**src/rtl/secuenciador_pkg.sv**
```systemverilog
// secuenciador_pkg: shared states and constants for the tube row sequencer
package secuenciador_pkg;
  typedef enum logic [2:0] {IDLE, CARGA, ESPERA, RUN, FIN} estado_t;
  localparam int ANCHO_HILERA = 5;
  localparam int PUNTO_FINAL = 480;
  localparam int PERIODO_MIN = 1;
endpackage

```
**src/rtl/rom_patrones.sv**
```systemverilog
// rom_patrones: song row masks, registered read with one cycle of latency
module rom_patrones
  import secuenciador_pkg::*;
#(
  parameter int NUM_FILAS = 32
) (
  input  logic                          clk,
  input  logic [$clog2(NUM_FILAS)-1:0]  dir_i,
  output logic [ANCHO_HILERA-1:0]       dato_o
);
  localparam int W = $clog2(NUM_FILAS);
  logic [ANCHO_HILERA-1:0] dato_d;
  logic [2:0] bajo;
  assign bajo = 3'(dir_i);
  always_comb begin
    dato_d = 5'b00001;
    case (dir_i)
      W'(NUM_FILAS - 1): dato_d = 5'b11111;
      W'(0):             dato_d = 5'b00001;
      W'(1):             dato_d = 5'b00010;
      default:
        case (bajo)
          3'd0:    dato_d = 5'b00011;
          3'd1:    dato_d = 5'b00110;
          3'd2:    dato_d = 5'b00100;
          3'd3:    dato_d = 5'b01000;
          3'd4:    dato_d = 5'b10000;
          3'd5:    dato_d = 5'b00101;
          3'd6:    dato_d = 5'b01010;
          default: dato_d = 5'b10001;
        endcase
    endcase
  end
  always_ff @(posedge clk) dato_o <= dato_d;
endmodule

```
**src/rtl/secuenciador_hileras.sv**
```systemverilog
// secuenciador_hileras: walks the song pattern, loads each row into the tube and paces its scroll.
// Define SECUENCIADOR_ACEL_EN to shorten the scroll period by one frame every 8 rows.
module secuenciador_hileras
  import secuenciador_pkg::*;
#(
  parameter int NUM_FILAS   = 32,
  parameter int PERIODO_INI = 4,
  parameter int POS_INICIAL = 0
) (
  input  logic                          clk,
  input  logic                          reset,
  input  logic                          start,
  input  logic                          pausa,
  input  logic                          frame_tick,
  input  logic                          fila_fin,
  output logic                          enable,
  output logic                          contar,
  output logic [9:0]                    posicion_y,
  output logic [ANCHO_HILERA-1:0]       cubos_hilera,
  output logic [$clog2(NUM_FILAS)-1:0]  indice,
  output logic                          activo,
  output logic                          cancion_fin
);
  localparam int W = $clog2(NUM_FILAS);
  localparam logic [W-1:0] ULTIMA = W'(NUM_FILAS - 1);
  estado_t estado_q, estado_d;
  logic [W-1:0] indice_q, indice_d;
  logic [3:0] cnt_q, cnt_d, periodo_q, periodo_d;
  logic [ANCHO_HILERA-1:0] cubos_q, cubos_d, dato_rom;
  logic enable_q, enable_d, contar_q, contar_d, activo_q, fin_q;
`ifdef SECUENCIADOR_ACEL_EN
  logic [2:0] sig_bajo;
  assign sig_bajo = 3'(indice_q) + 3'd1;
`endif
  // The ROM is addressed with the next index so its data is ready while in CARGA.
  rom_patrones #(.NUM_FILAS(NUM_FILAS)) u_rom (
    .clk    (clk),
    .dir_i  (indice_d),
    .dato_o (dato_rom)
  );
  always_comb begin
    estado_d  = estado_q;
    indice_d  = indice_q;
    cnt_d     = cnt_q;
    periodo_d = periodo_q;
    cubos_d   = cubos_q;
    enable_d  = 1'b0;
    contar_d  = 1'b0;
    case (estado_q)
      IDLE, FIN:
        if (start) begin
          estado_d  = CARGA;
          indice_d  = '0;
          periodo_d = 4'(PERIODO_INI);
        end
      CARGA: begin
        estado_d = ESPERA;
        cubos_d  = dato_rom;
        enable_d = 1'b1;
        cnt_d    = '0;
      end
      ESPERA: estado_d = RUN;
      RUN:
        if (fila_fin) begin
          cnt_d = '0;
          if (indice_q == ULTIMA) begin
            estado_d = FIN;
            cubos_d  = '0;
          end else begin
            estado_d = CARGA;
            indice_d = indice_q + 1'b1;
`ifdef SECUENCIADOR_ACEL_EN
            if (sig_bajo == 3'd0 && periodo_q > 4'(PERIODO_MIN)) periodo_d = periodo_q - 4'd1;
`endif
          end
        end else if (frame_tick && !pausa) begin
          contar_d = cnt_q == periodo_q - 4'd1;
          cnt_d    = contar_d ? '0 : cnt_q + 4'd1;
        end
      default: estado_d = IDLE;
    endcase
  end
  always_ff @(posedge clk or negedge reset)
    if (!reset) begin
      estado_q  <= IDLE;
      indice_q  <= '0;
      cnt_q     <= '0;
      periodo_q <= 4'(PERIODO_INI);
      cubos_q   <= '0;
      enable_q  <= 1'b0;
      contar_q  <= 1'b0;
      activo_q  <= 1'b0;
      fin_q     <= 1'b0;
    end else begin
      estado_q  <= estado_d;
      indice_q  <= indice_d;
      cnt_q     <= cnt_d;
      periodo_q <= periodo_d;
      cubos_q   <= cubos_d;
      enable_q  <= enable_d;
      contar_q  <= contar_d;
      activo_q  <= estado_d inside {CARGA, ESPERA, RUN};
      fin_q     <= estado_d == FIN;
    end
  assign enable       = enable_q;
  assign contar       = contar_q;
  assign posicion_y   = 10'(POS_INICIAL);
  assign cubos_hilera = cubos_q;
  assign indice       = indice_q;
  assign activo       = activo_q;
  assign cancion_fin  = fin_q;
endmodule

```
**config.mk**
```make
export PLATFORM = sky130hd
export DESIGN_NAME = secuenciador_hileras
export DESIGN_NICKNAME = d
export VERILOG_FILES = /design/src/rtl/secuenciador_pkg.sv /design/src/rtl/rom_patrones.sv /design/src/rtl/secuenciador_hileras.sv
export SDC_FILE = /design/constraint.sdc
export NUM_CORES = 1
export LEC_CHECK = 0
export CAP_MARGIN = 15
export CORE_MARGIN = 2
export CORE_UTILIZATION = 48
export CTS_CLUSTER_DIAMETER = 40
export DETAILED_ROUTE_END_ITERATION = 12
export PLACE_DENSITY_LB_ADDON = 0.1
export SYNTH_ARGS = -nofsm -noshare
export SYNTH_HDL_FRONTEND = slang
export SYNTH_SLANG_ARGS = --single-unit
export TNS_END_PERCENT = 30
```
**constraint.sdc**
```tcl
create_clock -name clk -period 4.3 [get_ports clk]
set_input_delay 1.29 -clock clk [delete_from_list [all_inputs] [get_ports clk]]
set_output_delay 1.29 -clock clk [all_outputs]
set_load 0.1 [all_outputs]
```
* Word level (Yosys, flattened, before mapping)
Index checks and enable logic that the tools add are counted.
** Word-level totals
- Bits in registers :: 26
- Word-level logic and storage cells :: 63
- Input port bits :: 6
** Cells by class
- Add/subtract/negate cells :: 2
- Equality and inequality tests :: 21
- Multiplexer cells :: 21
- Reductions and logical operators :: 10
** Operators with widths (number)
- case mux 5 bit (7 select lines) :: 1
- two-way mux 5 bit :: 5
- case mux 5 bit (2 select lines) :: 2
- == test 3 x 2 -> 1 bit, second input constant :: 6
- == test 3 bit, second input constant :: 5
- case mux 5 bit (3 select lines) :: 1
- two-way mux 4 bit :: 3
- case mux 3 bit (4 select lines) :: 1
- == test 5 bit, second input constant :: 2
- == test 3 x 1 -> 1 bit, second input constant :: 3
- two-way mux 3 bit :: 3
- case mux 4 bit (2 select lines) :: 1
- zero test 3 bit :: 2
- adder 5 x 1 -> 5 bit, second input constant :: 1
- == test 5 x 1 -> 1 bit, second input constant :: 1
- zero test 5 bit :: 1
- adder 4 x 1 -> 4 bit, second input constant :: 1
- == test 4 x 2 -> 1 bit, second input constant :: 1
- two-way mux 1 bit :: 4
- != test 2 bit, second input constant :: 2
- != test 3 bit, second input constant :: 1
- AND reduction 3 bit :: 1
- nonzero test 3 bit :: 1
- AND reduction 2 bit :: 1
- other kinds (4) :: 4

* Longest topological paths before layout
- Word-level depth :: 7
- Gate-level depth with buffers :: 8
- Depth with buffers taken out :: 7

* Modules after synthesis
A second synthesis with hierarchy kept.
** Second synthesis, totals
- Cell total of the unflattened synthesis :: 138
- Area, all modules :: 1395.1 sq um
** By module, submodules not included
- secuenciador_hileras :: cells an instance 114, area each 1173.6 sq um, instances 1
- rom_patrones :: cells an instance 24, area each 221.5 sq um, instances 1

* Worst setup path before layout
OpenSTA, ideal clock, no wires.
- Path kind :: input -> register
- From :: input port fila_fin
- To :: register u_rom.dato_o[3]
- Path slack :: 1.747 ns
- Arrival :: 2.432 ns
- Required time :: 4.179 ns
- Buffers on the path :: 1
- Stages on the path :: 6
- Path through :: buf_6 -> inv_1 -> nor3_4 -> mux2i_2 -> nor2b_1 -> a21oi_1
** Between the ends
- Cells in the longest elaborated chain, start to end :: 5
** Ends and longest elaborated chain
- from (decl) :: RTL line secuenciador_hileras.sv:15 : input logic fila_fin,
- two-way mux 5 bit (*) :: RTL line secuenciador_hileras.sv:64 : if (fila_fin) begin
- case mux 5 bit (2 select lines) (*) :: RTL line secuenciador_hileras.sv:49 : case (estado_q)
- net indice_d[0] :: RTL line secuenciador_hileras.sv:27 : logic [W-1:0] indice_q, indice_d;
- == test 3 bit, or another cell as far along :: RTL line rom_patrones.sv:22 : case (bajo)
- case mux 5 bit (7 select lines) :: RTL line rom_patrones.sv:22
- case mux 5 bit (3 select lines) (*) :: RTL line rom_patrones.sv:17 : case (dir_i)
- net u_rom.dato_d[3] :: RTL line rom_patrones.sv:12 : logic [ANCHO_HILERA-1:0] dato_d;
- to (signal assigned) :: RTL line rom_patrones.sv:34 : always_ff @(posedge clk) dato_o <= dato_d;
- to (decl) :: RTL line rom_patrones.sv:9 : output logic [ANCHO_HILERA-1:0] dato_o
The timed path passes the listed nets; every way through them passes the cells marked *.
A chain may end at the register's enable or synchronous reset.

* Worst setup path in the final report
- From :: register indice_q[3] (netlist: indice[3])
- To :: output port indice[3]
** RTL lines
- from (decl) :: RTL line secuenciador_hileras.sv:27
- from (signal assigned) :: RTL line secuenciador_hileras.sv:96 : indice_q <= indice_d;
- to (decl) :: RTL line secuenciador_hileras.sv:20 : output logic [$clog2(NUM_FILAS)-1:0] indice,
No word-level cell between the ends.

==> results.toml <==
[status]
status = "completed"

[placed_design]
port_buffers = 19
dpl.hpwl_microns = 1850
place_congestion = 0.813
pre_cts_slack_ps = 988
dp.cells = 178

[routing]
vias = 1011
remaining_drc_errors = 0
wl_microns = 2490
via_per_inst = 5.55
first_pass_iters = 4
m1WireLength_microns = 1170
dr_wl_met3_microns = 75
drt_first_iter_violations = 34
wl_per_cell_microns = 13.7
ant_nets = 0
wl_met2_microns = 1230
maxUsedRoutingLayer = "met4"

[clocking]
numClockSinks = 26
postCtsHoldBufs = 0
numCtsBuffers = 3
root_buffer = "clkbuf_4"
path_clk_slew_ps = 140
cts.repair.resized = 0
cts_buffer_depth = 2
post-cts-setup-buffers = 0
h-tree-depth = 1
insertion_delay_ps = 310
cts_tree = "built"

[yosys]
synth_largest_area_cell = "dfrtp_1"
synthArstFlopShare_pct = 80.8
ys_warn_count = 0
synthFlopType = "dfrtp_1"
netlist_area_sq_um = 1380
synth_top_area_share_pct = 38.2
ys_ff_latch = 26
syn_inst = 133
synth.area.top_cells = "dfrtp_1, dfxtp_1, buf_4"
synth_edf_count = 0
avgSynthCellArea_sq_um = 10.3
yosysSeqAreaShare_pct = 45.5
ys_types = 50

[grt]
grt_pass1_wl_microns = 4560
antenna_found_initial = 0
grt-ovfl-total = 0
grt_pass1_vias = 1006
grt_use_total_pct = 17.5
grt_max_degree = 22

[finish]
layout_common_cells = "dfrtp_1, clkdlybuf4s50_1, nand2_1"
seqCellArea_sq_um = 626
diodes = 0
fin_nets = 160
fin_cells = 182
multi_input_area_sq_um = 661
fillers = 242
area_delta_synth_final_pct = 14.7
layout_commonest_cell = "dfrtp_1"
drive_gt1_share_pct = 11.9

[die]
die_area_sq_um = 3310
die_w_microns = 57.5
start_util_pct = 50.3
ioPinCount = 30
core_area_sq_um = 2730
die_y_microns = 57.5
num_rows = 19

[timing]
timing.final.crit_share_pct = 77.3
hold_violations = 0
fin_setup_tns_ps = 0
max_freq_ghz = 0.301
setup_violations = 0
worst_pin_slew_ps = 974
period_minus_slack_ps = 3330
fin_ws_ps = 974
rsz0062_at_grt = "no"
hold-worst-slack_ps = 471
relSlewSlack_pct = 34.8
report.final.slew_viol_count = 0
fin_worst_skew_ps = 1.55

[min_path]
hp-class = "reg2reg"

[setup_path]
crit_path_max_incr_delay_ps = 1190
cp_max_fo = 10
crit_buf_inv = 1
critPathRequiredTime_ps = 3010
critical_path_class = "reg2out"
worstPathCellList = "clkdlybuf4s50_1"
crit_family = "buffers and inverters"
cp_data_arrival_time_ps = 2040
crit_slowest_cell = "clkdlybuf4s50_1"
worst_setup_path_start_kind = "register"
end_kind = "primary output"

[job]
maxCapViolCount = 0
routing by layer:
layer / up-vias / GRT usage (%)
met3: 2 / 3.17
li1: 492 / -
met2: 16 / 28.2
met5: - / 0
met1: 501 / 23.5
met4: 0 / 6.64
metrics by stage:
stage | utilization [%] | cell area, sq um
2_1_floorplan | - | 1410
3_3_place_gp | 55.8 | 1530
3_5_place_dp | 55.8 | 1530
4_1_cts | 57.8 | 1580
5_1_grt | 57.8 | 1580
6_report | 57.8 | 1580
final timing paths:
| check | start | end | slack (ps) | cells past startpoint |
|---|---|---|---|---|
| setup reg to reg | estado_q[1]$_DFF_PN0_ | u_rom.dato_o[1]$_DFF_P_ | 2110 | 5 |
| min in group asynchronous | reset | indice[3]$_DFF_PN0_ | 1480 | 1 |
| max in group asynchronous | reset | cubos_hilera[0]$_DFFE_PN0P_ | 2250 | 1 |
| hold / removal | u_rom.dato_o[3]$_DFF_P_ | cubos_hilera[3]$_DFFE_PN0P_ | 470 | 1 |
| setup / recovery | indice[3]$_DFF_PN0_ | indice[3] | 970 | 1 |
| hold reg to reg | u_rom.dato_o[3]$_DFF_P_ | cubos_hilera[3]$_DFFE_PN0P_ | 470 | 1 |
sequential cells by signal (all words and copies together) (netlist names):
| name | cells |
|---|---|
| activo | 1 |
| cancion_fin | 1 |
| cnt_q | 4 |
| contar | 1 |
| cubos_hilera | 5 |
| enable | 1 |
| estado_q | 3 |
| indice | 5 |
| u_rom.dato_o | 5 |
Yosys cell counts, drive strengths merged, types with 3 or more instances:
library cell and n:
buf 13, inv 3, nand2 14, nand2b 5, mux2i 3, o21ai 6
a31oi 3, a22o 5, dfrtp 21, nor2 12, nand3 3, dfxtp 5
nor3 3
cell type report:
cell class / count / area share (%)
Inverter: 3 / 0.713
Multi-Input combinational cell: 99 / 41.8
Clock buffer: 3 / 1.43
Tap cell: 31 / 2.46
Timing Repair Buffer: 19 / 12.0
Clock inverter: 1 / 1.90
Sequential cell: 26 / 39.6
logic make-up after synthesis:
logic type	after synthesis	share of synthesized area [%]
simple gates	54	23.7
compound gates	26	13.8
flops	26	45.5
buf+inv	17	9.00
xor+xnor	4	2.55
mux	3	3.36
fa+ha+maj	2	1.82
other cells	1	0.272
Power is not shown: default switching activity piles up to over one toggle a cycle in this logic, so the estimate is an artifact.
